`src/rtl/ffs_frame_buffer.sv`:
```
// First-word-fall-through AXI-Stream frame buffer with live occupancy (FFSTail) for the TX gate.
// Define FFS_FRAME_COUNT_EN for store-and-forward egress gated on complete stored frames.
module ffs_frame_buffer #(
   parameter int unsigned MAX_INTERNAL_SPACE = 64,
   parameter int unsigned DATA_WIDTH         = 32
) (
   input  logic                                  ACLK,
   input  logic                                  ARESETN,
   input  logic [DATA_WIDTH-1:0]                 S_AXIS_tdata,
   input  logic                                  S_AXIS_tlast,
   input  logic                                  S_AXIS_tvalid,
   output logic                                  S_AXIS_tready,
   output logic [DATA_WIDTH-1:0]                 M_AXIS_tdata,
   output logic                                  M_AXIS_tlast,
   output logic                                  M_AXIS_tvalid,
   input  logic                                  M_AXIS_tready,
   output logic [$clog2(MAX_INTERNAL_SPACE):0]   FFSTail,
   output logic [$clog2(MAX_INTERNAL_SPACE):0]   FrameCount
);

   localparam int unsigned AW = $clog2(MAX_INTERNAL_SPACE);
   localparam int unsigned CW = AW + 1;
   localparam int unsigned EW = DATA_WIDTH + 1;

   logic [EW-1:0] mem [MAX_INTERNAL_SPACE];
   logic [AW-1:0] wp;
   logic [AW-1:0] rp;
   logic [CW-1:0] count;
   logic [CW-1:0] count_next;
   logic          tready_q;
   logic          push;
   logic          pop;
   logic [EW-1:0] head;

   assign push = S_AXIS_tvalid & tready_q;
   assign pop  = M_AXIS_tvalid & M_AXIS_tready;

   // Occupancy update: simultaneous push and pop cancel out.
   always_comb begin
      count_next = count;
      unique case ({push, pop})
         2'b10:   count_next = count + CW'(1);
         2'b01:   count_next = count - CW'(1);
         default: count_next = count;
      endcase
   end

   // Pointers, occupancy and ingress ready; ready looks at next occupancy so full costs no bubble.
   always_ff @(posedge ACLK) begin
      if (!ARESETN) begin
         wp       <= '0;
         rp       <= '0;
         count    <= '0;
         tready_q <= 1'b0;
      end else begin
         if (push) wp <= wp + AW'(1);
         if (pop)  rp <= rp + AW'(1);
         count    <= count_next;
         tready_q <= (count_next < CW'(MAX_INTERNAL_SPACE));
      end
   end

   // Storage is deliberately left out of reset; stale entries are unreachable once pointers clear.
   always_ff @(posedge ACLK) begin
      if (push) mem[wp] <= {S_AXIS_tlast, S_AXIS_tdata};
   end

   assign head          = mem[rp];
   assign M_AXIS_tdata  = head[DATA_WIDTH-1:0];
   assign M_AXIS_tlast  = head[DATA_WIDTH];
   assign S_AXIS_tready = tready_q;
   assign FFSTail       = count;

`ifdef FFS_FRAME_COUNT_EN
   logic [CW-1:0] frames;
   logic [CW-1:0] frames_next;
   logic          frame_in;
   logic          frame_out;

   assign frame_in  = push & S_AXIS_tlast;
   assign frame_out = pop & M_AXIS_tlast;

   always_comb begin
      frames_next = frames;
      unique case ({frame_in, frame_out})
         2'b10:   frames_next = frames + CW'(1);
         2'b01:   frames_next = frames - CW'(1);
         default: frames_next = frames;
      endcase
   end

   always_ff @(posedge ACLK) begin
      if (!ARESETN) frames <= '0;
      else          frames <= frames_next;
   end

   // Egress held until at least one whole frame is buffered.
   assign M_AXIS_tvalid = (frames != '0);
   assign FrameCount    = frames;
`else
   assign M_AXIS_tvalid = (count != '0);
   assign FrameCount    = '0;
`endif

endmodule

```
`config.mk`:
```
export PLATFORM = sky130hd
export DESIGN_NAME = ffs_frame_buffer
export DESIGN_NICKNAME = d
export VERILOG_FILES = /design/src/rtl/ffs_frame_buffer.sv
export SDC_FILE = /design/constraint.sdc
export NUM_CORES = 2
export LEC_CHECK = 0
export CORE_MARGIN = 2
export CORE_UTILIZATION = 55
export DETAILED_ROUTE_END_ITERATION = 12
export MAX_ROUTING_LAYER = met4
export PLACE_DENSITY = 0.79
export SLEW_MARGIN = 15
export SYNTH_ARGS = -nofsm -noshare
export SYNTH_HDL_FRONTEND = slang
export SYNTH_SLANG_ARGS = --single-unit
```
`constraint.sdc`:
```
create_clock -name ACLK -period 6.1 [get_ports ACLK]
set_input_delay 0.61 -clock ACLK [delete_from_list [all_inputs] [get_ports ACLK]]
set_output_delay 0.61 -clock ACLK [all_outputs]
set_load 0.05 [all_outputs]
```
Word level (Yosys, flattened, before mapping)
Memory sizes are Yosys's and may differ from the RTL's. A register that Yosys moved wholly into a read port is not among the register bits. Cells that the tools add are included.

Add/sub/neg operators: 4. Magnitude comparators: 1. Equal/unequal tests: 2. Multiplexer cells: 5. Bitwise operators: 2. Reduce and logical (&&, ||, !) cells: 1.

Operators by type and width (number): case mux 7 bit (2 select lines) (1); adder 6 x 1 -> 6 bit, second input constant (2); two-way mux 6 bit (2); adder 7 x 1 -> 7 bit, second input constant (1); less-than comparator 7 bit, second input constant (1); nonzero test 7 bit (1); subtractor 7 x 1 -> 7 bit, second input constant (1); AND 1 bit (2); equality test 2 x 1 -> 1 bit, second input constant (1); equality test 2 bit, second input constant (1); two-way mux 1 bit (2).

Flip-flop bits (word level): 20. RAM bits: 2112. Input port bits: 37. Word-level logic and storage cells: 20. Memories kept: 1.

Memories: mem (depth 64, bits a word 33, rd ports 1, clocked after memory_dff 1, wr ports 1, line 25) `logic [EW-1:0] mem [MAX_INTERNAL_SPACE];`.

Depth between registers and ports, before layout
Depth after elaboration: 5. Mapped depth: 12.

Worst setup path before layout
No wires, ideal clock.

Path kind: reg-to-reg. Start point: register count[1] (netlist: FFSTail[1]). End point: register count[4] (netlist: FFSTail[4]). Setup time: 72 ps. Arrival: 3532 ps. Required time: 6028 ps. Path slack: 2497 ps. Cell stages (with the launch flop): 13. Buffers on the path: 2. Clock period less this slack: 3603 ps. Cell sequence: dfxtp_1 > clkbuf_1 > nor3_1 > a21boi_1 > ha_1 > clkbuf_1 > xor2_1 > ha_1 > or3_1 > a21oi_1 > or4b_2 > a21oi_1 > mux2i_1.

Cells in the longest elaborated chain, start to end: 4. Elaborated cells between the ends (all ways): 7. Classes of those cells: add/sub (2); eq/ne (2); mux (1); bitwise (1); reduce/logical (1).

Ends and longest elaborated chain: start, declared (line 28) `logic [CW-1:0] count;`; start signal, assigned (line 58) `count <= count_next;`; branches (longest 3 deep; another with subtractor 7 x 1 -> 7 bit); case mux 7 bit (2 select lines) * (line 41) `unique case ({push, pop})`.

Mark *: on every way between the ends. A chain may end at the register's enable or synchronous reset.

==> results.yml <==
floorplan:
  dieArea_sq_mm: 0.1519
  row_count: 141
  die_h_microns: 389.7
  core_sq_mm: 0.1477
  io_pins: 86
  die_width_microns: 389.7
  start_util_pct: 55.41
synth:
  synthSimpleGateAreaFrac_pct: 2.087
  synthAdderAreaFrac_pct: 0.09175
  synth_cell_types: 59
  synth_top_family_by_area: "multiplexers"
  synth-xor-area-share_pct: 0.1499
  synth-edff-count: 2112
  async_flop_share_pct: 0
  yosys.area.top_type: "edfxtp_1"
  synth_top_area_share_pct: 77.51
  synthesis.area_sq_mm: 0.08182
  synthCells: 3640
  synthTopCellsByArea: "edfxtp_1 78%, mux4_2 13%, mux2i_1 1.1%, a22oi_1 0.92%, mux4_1 0.64%"
  ys_top_cells_by_count: "2,112 x edfxtp_1, 474 x mux4_2, 100 x a22oi_1"
  synth_mux_area_share_pct: 15.03
  synth.most_common_cell: "edfxtp_1"
  synth-compound-area-share_pct: 2.853
  ys_warn_count: 0
  ys_ff_latch: 2138
  yosysSeqAreaShare_pct: 78.15
  avgSynthCellArea_sq_um: 22.48
  synth_top_flop_cell: "edfxtp_1"
cells_and_area:
  layout.nets: 3903
  final_cell_area_sq_mm: 0.09201
  multi_input_area_sq_mm: 0.01708
  fin_util_pct: 62.31
  layout-drive-gt1-share_pct: 26.07
  seq_area_sq_mm: 0.06396
  fill_cells: 9196
  area_delta_synth_final_pct: 12.44
setup_path:
  crit_required_ns: 5.49
  path_max_fanout: 45
  critPathKind: "reg2out"
  r2r_slack_ns: 2.38
  path_cells: "nor2b_4 > buf_4 > buf_4 > a22oi_1 > nand3_1 > and3_1 > clkdlybuf4s50_1"
  max_stage_delay_ns: 0.89
  rr_worst_depth: 5
  crit_slowest_cell: "dfxtp_4"
  crit_top_cell: "buf_4"
  cp.arrival_ns: 4.99
  r2r_end: "mem[27][5]$_DFFE_PP_"
  cp-end-kind: "primary output"
  r2r_start: "S_AXIS_tready$_SDFF_PN0_"
  cp-start-kind: "flip-flop"
run:
  cap_viol_max_count: 0
placement:
  dpl_cell_area_sq_mm: 0.08535
  port_buffers: 78
  hpwl_microns: 120200
  gp_congestion: 0.8571
timing:
  grt_setup_unrepaired: "false"
  min_period_over_period_pct: 91.80
  max_freq_mhz: 178.6
  setup_tns_ns: 0
  slew-limit-headroom_pct: 17.94
  skew_ns: 0.02478
  worst_pin_slew_ns: 1.228
  setup_viol: 0
  drv_slew: 0
  fin_crit_ns: 5.600
  finalHoldViolCount: 0
drt:
  totalWireLength_microns: 220100
  first_iter_violations: 7050
  wire_per_inst_microns: 36.87
  ant_nets: 0
  viasPerCell: 7.026
  drc: 0
  vias: 41940
  first_pass_iters: 8
grt:
  grt_remaining_overflow: 0
  grt_pass1_vias: 42290
  grt_max_degree: 91
  grt_usage_pct: 29.97
  grt_pass1_wl_microns: 310200
  antenna_found_initial: 7
worst_hold_path:
  min_from: "S_AXIS_tdata[31]"
  hold_depth: 1
  hold-path-endpoint: "mem[48][31]$_DFFE_PP_"
  hp-class: "in2reg"
clock_network:
  cts_tree: "built"
  cts_num_sinks: 2138
  hold_buffers: 0
  cts_buffer_depth: 3
  clk_latency_ns: 0.83
  cts-root-buf: "clkbuf_16"
  cts_made_buffers: 201
  clk_pin_slew_ns: 0.07
  cts_max_level: 4
  postCtsResizedCells: 0
  post_cts_buffers: 0
power_and_ir_drop:
  vdd_drop_max_mv: 0.2908
  p_leak_uw: 0.02787
  p_per_area_mw_per_mm2: 387.4
outcome:
  status: "finished clean"
-- how the worst max path moves through the flow --
stage	startpoint	to	slack (ns)	cells after the start
global route	flip-flop	M_AXIS_tdata[29]	0.52	7
finish	flip-flop	M_AXIS_tdata[29]	0.50	7
floorplan	FFSTail[1]$_SDFFE_PN0N_	FFSTail[4]$_SDFFE_PN0N_	2.50	12
CTS	flip-flop	M_AXIS_tdata[29]	0.56	7
detailed placement	flip-flop	M_AXIS_tdata[29]	1.51	6
global placement	flip-flop	M_AXIS_tdata[29]	1.53	7
-- per-layer routing --
layer	routed length [microns]	part of all wire (%)	track usage, %
met5	0	0	-
met4	12990	5.9	15.16
met3	29510	13	7.855
met2	104900	48	45.22
met1	72610	33	38.06
-- cell type report --
cell class | count | share of cell area, %
multi-input cells | 1292 | 18.56
well taps | 1930 | 2.625
inverters | 5 | 0.02040
repair buffers | 222 | 2.181
diodes | 8 | 0.02176
flip-flops and latches | 2138 | 69.51
clock inverters | 132 | 1.390
clock buffers | 242 | 5.690
-- cell families (layout without fill, tap and decap cells) --
kind of cell               count (synthesis)  count (layout)
DFF                                     2138            2138
adders and majority gates                  6               6
xor gates and xnor gates                  14              14
and+or+nand+nor                          344             344
muxes                                    602             602
other                                      1              15
AOI/OAI and AO/OA                        319             319
buffers and inverters                    216             601
-- critical path, delay by kind of cell (launching register included) --
kind / cells / cell delay [ns]
buffers and inverters: 3 / 1.73
AND/OR/NAND/NOR: 3 / 1.23
flip-flops: 1 / 0.89
AO/OA/AOI/OAI: 1 / 0.20
-- registers in the layout, indices dropped and copies added (netlist names), named ones only --
signal	cells
mem	2112
FFSTail	6
rp	6
wp	6
S_AXIS_tready	1
-- power by group --
| part | internal [uW] | leakage, uW | switching [uW] |
|---|---|---|---|
| Sequential | 16200 | 0.0192 | 167 |
| Clock | 7000 | 0.00320 | 5530 |
| Combinational | 3080 | 0.00547 | 3620 |
-- per-stage QoR --
| stage | hold WS (ns) | total power [uW] | instances | setup WS (ns) |
|---|---|---|---|---|
| floorplan | 0.5056 | 21780 | 3646 | 2.497 |
| global placement | 0.4929 | 23210 | 5581 | 1.531 |
| detailed placement | 0.5062 | 23310 | 5583 | 1.512 |
| CTS | 0.4430 | 35690 | 5957 | 0.5645 |
| global route | 0.1902 | 36540 | 5968 | 0.5168 |
| finish | 0.1863 | 35640 | 5969 | 0.5001 |
-- cell usage in the layout, fill, tap and decap left out, types with 7 or more instances in the layout --
cell type        instances
edfxtp_1              2112
mux4_2                 474
clkbuf_16              202
buf_4                  133
a22oi_1                100
mux2i_1                 93
o22ai_1                 77
nand2_1                 68
nor2_4                  66
nand3_1                 65
o221ai_1                49
clkdlybuf4s50_1         45
clkinv_2                44
clkinv_1                43
clkbuf_1                37
and3_1                  30
a21oi_1                 27
nor2b_1                 25
buf_2                   24
dfxtp_1                 21
mux4_1                  20
bufinv_16               20
o21ai_0                 16
nor4_1                  15
mux2_2                  15
buf_12                  15
nand2b_1                14
nor2_1                  14
and2_1                  13
a211oi_1                11
nor3_1                  10
xnor2_1                  9
diode_2                  8
conb_1                   7
inv_6                    7
(Power assumes the default switching activity.)
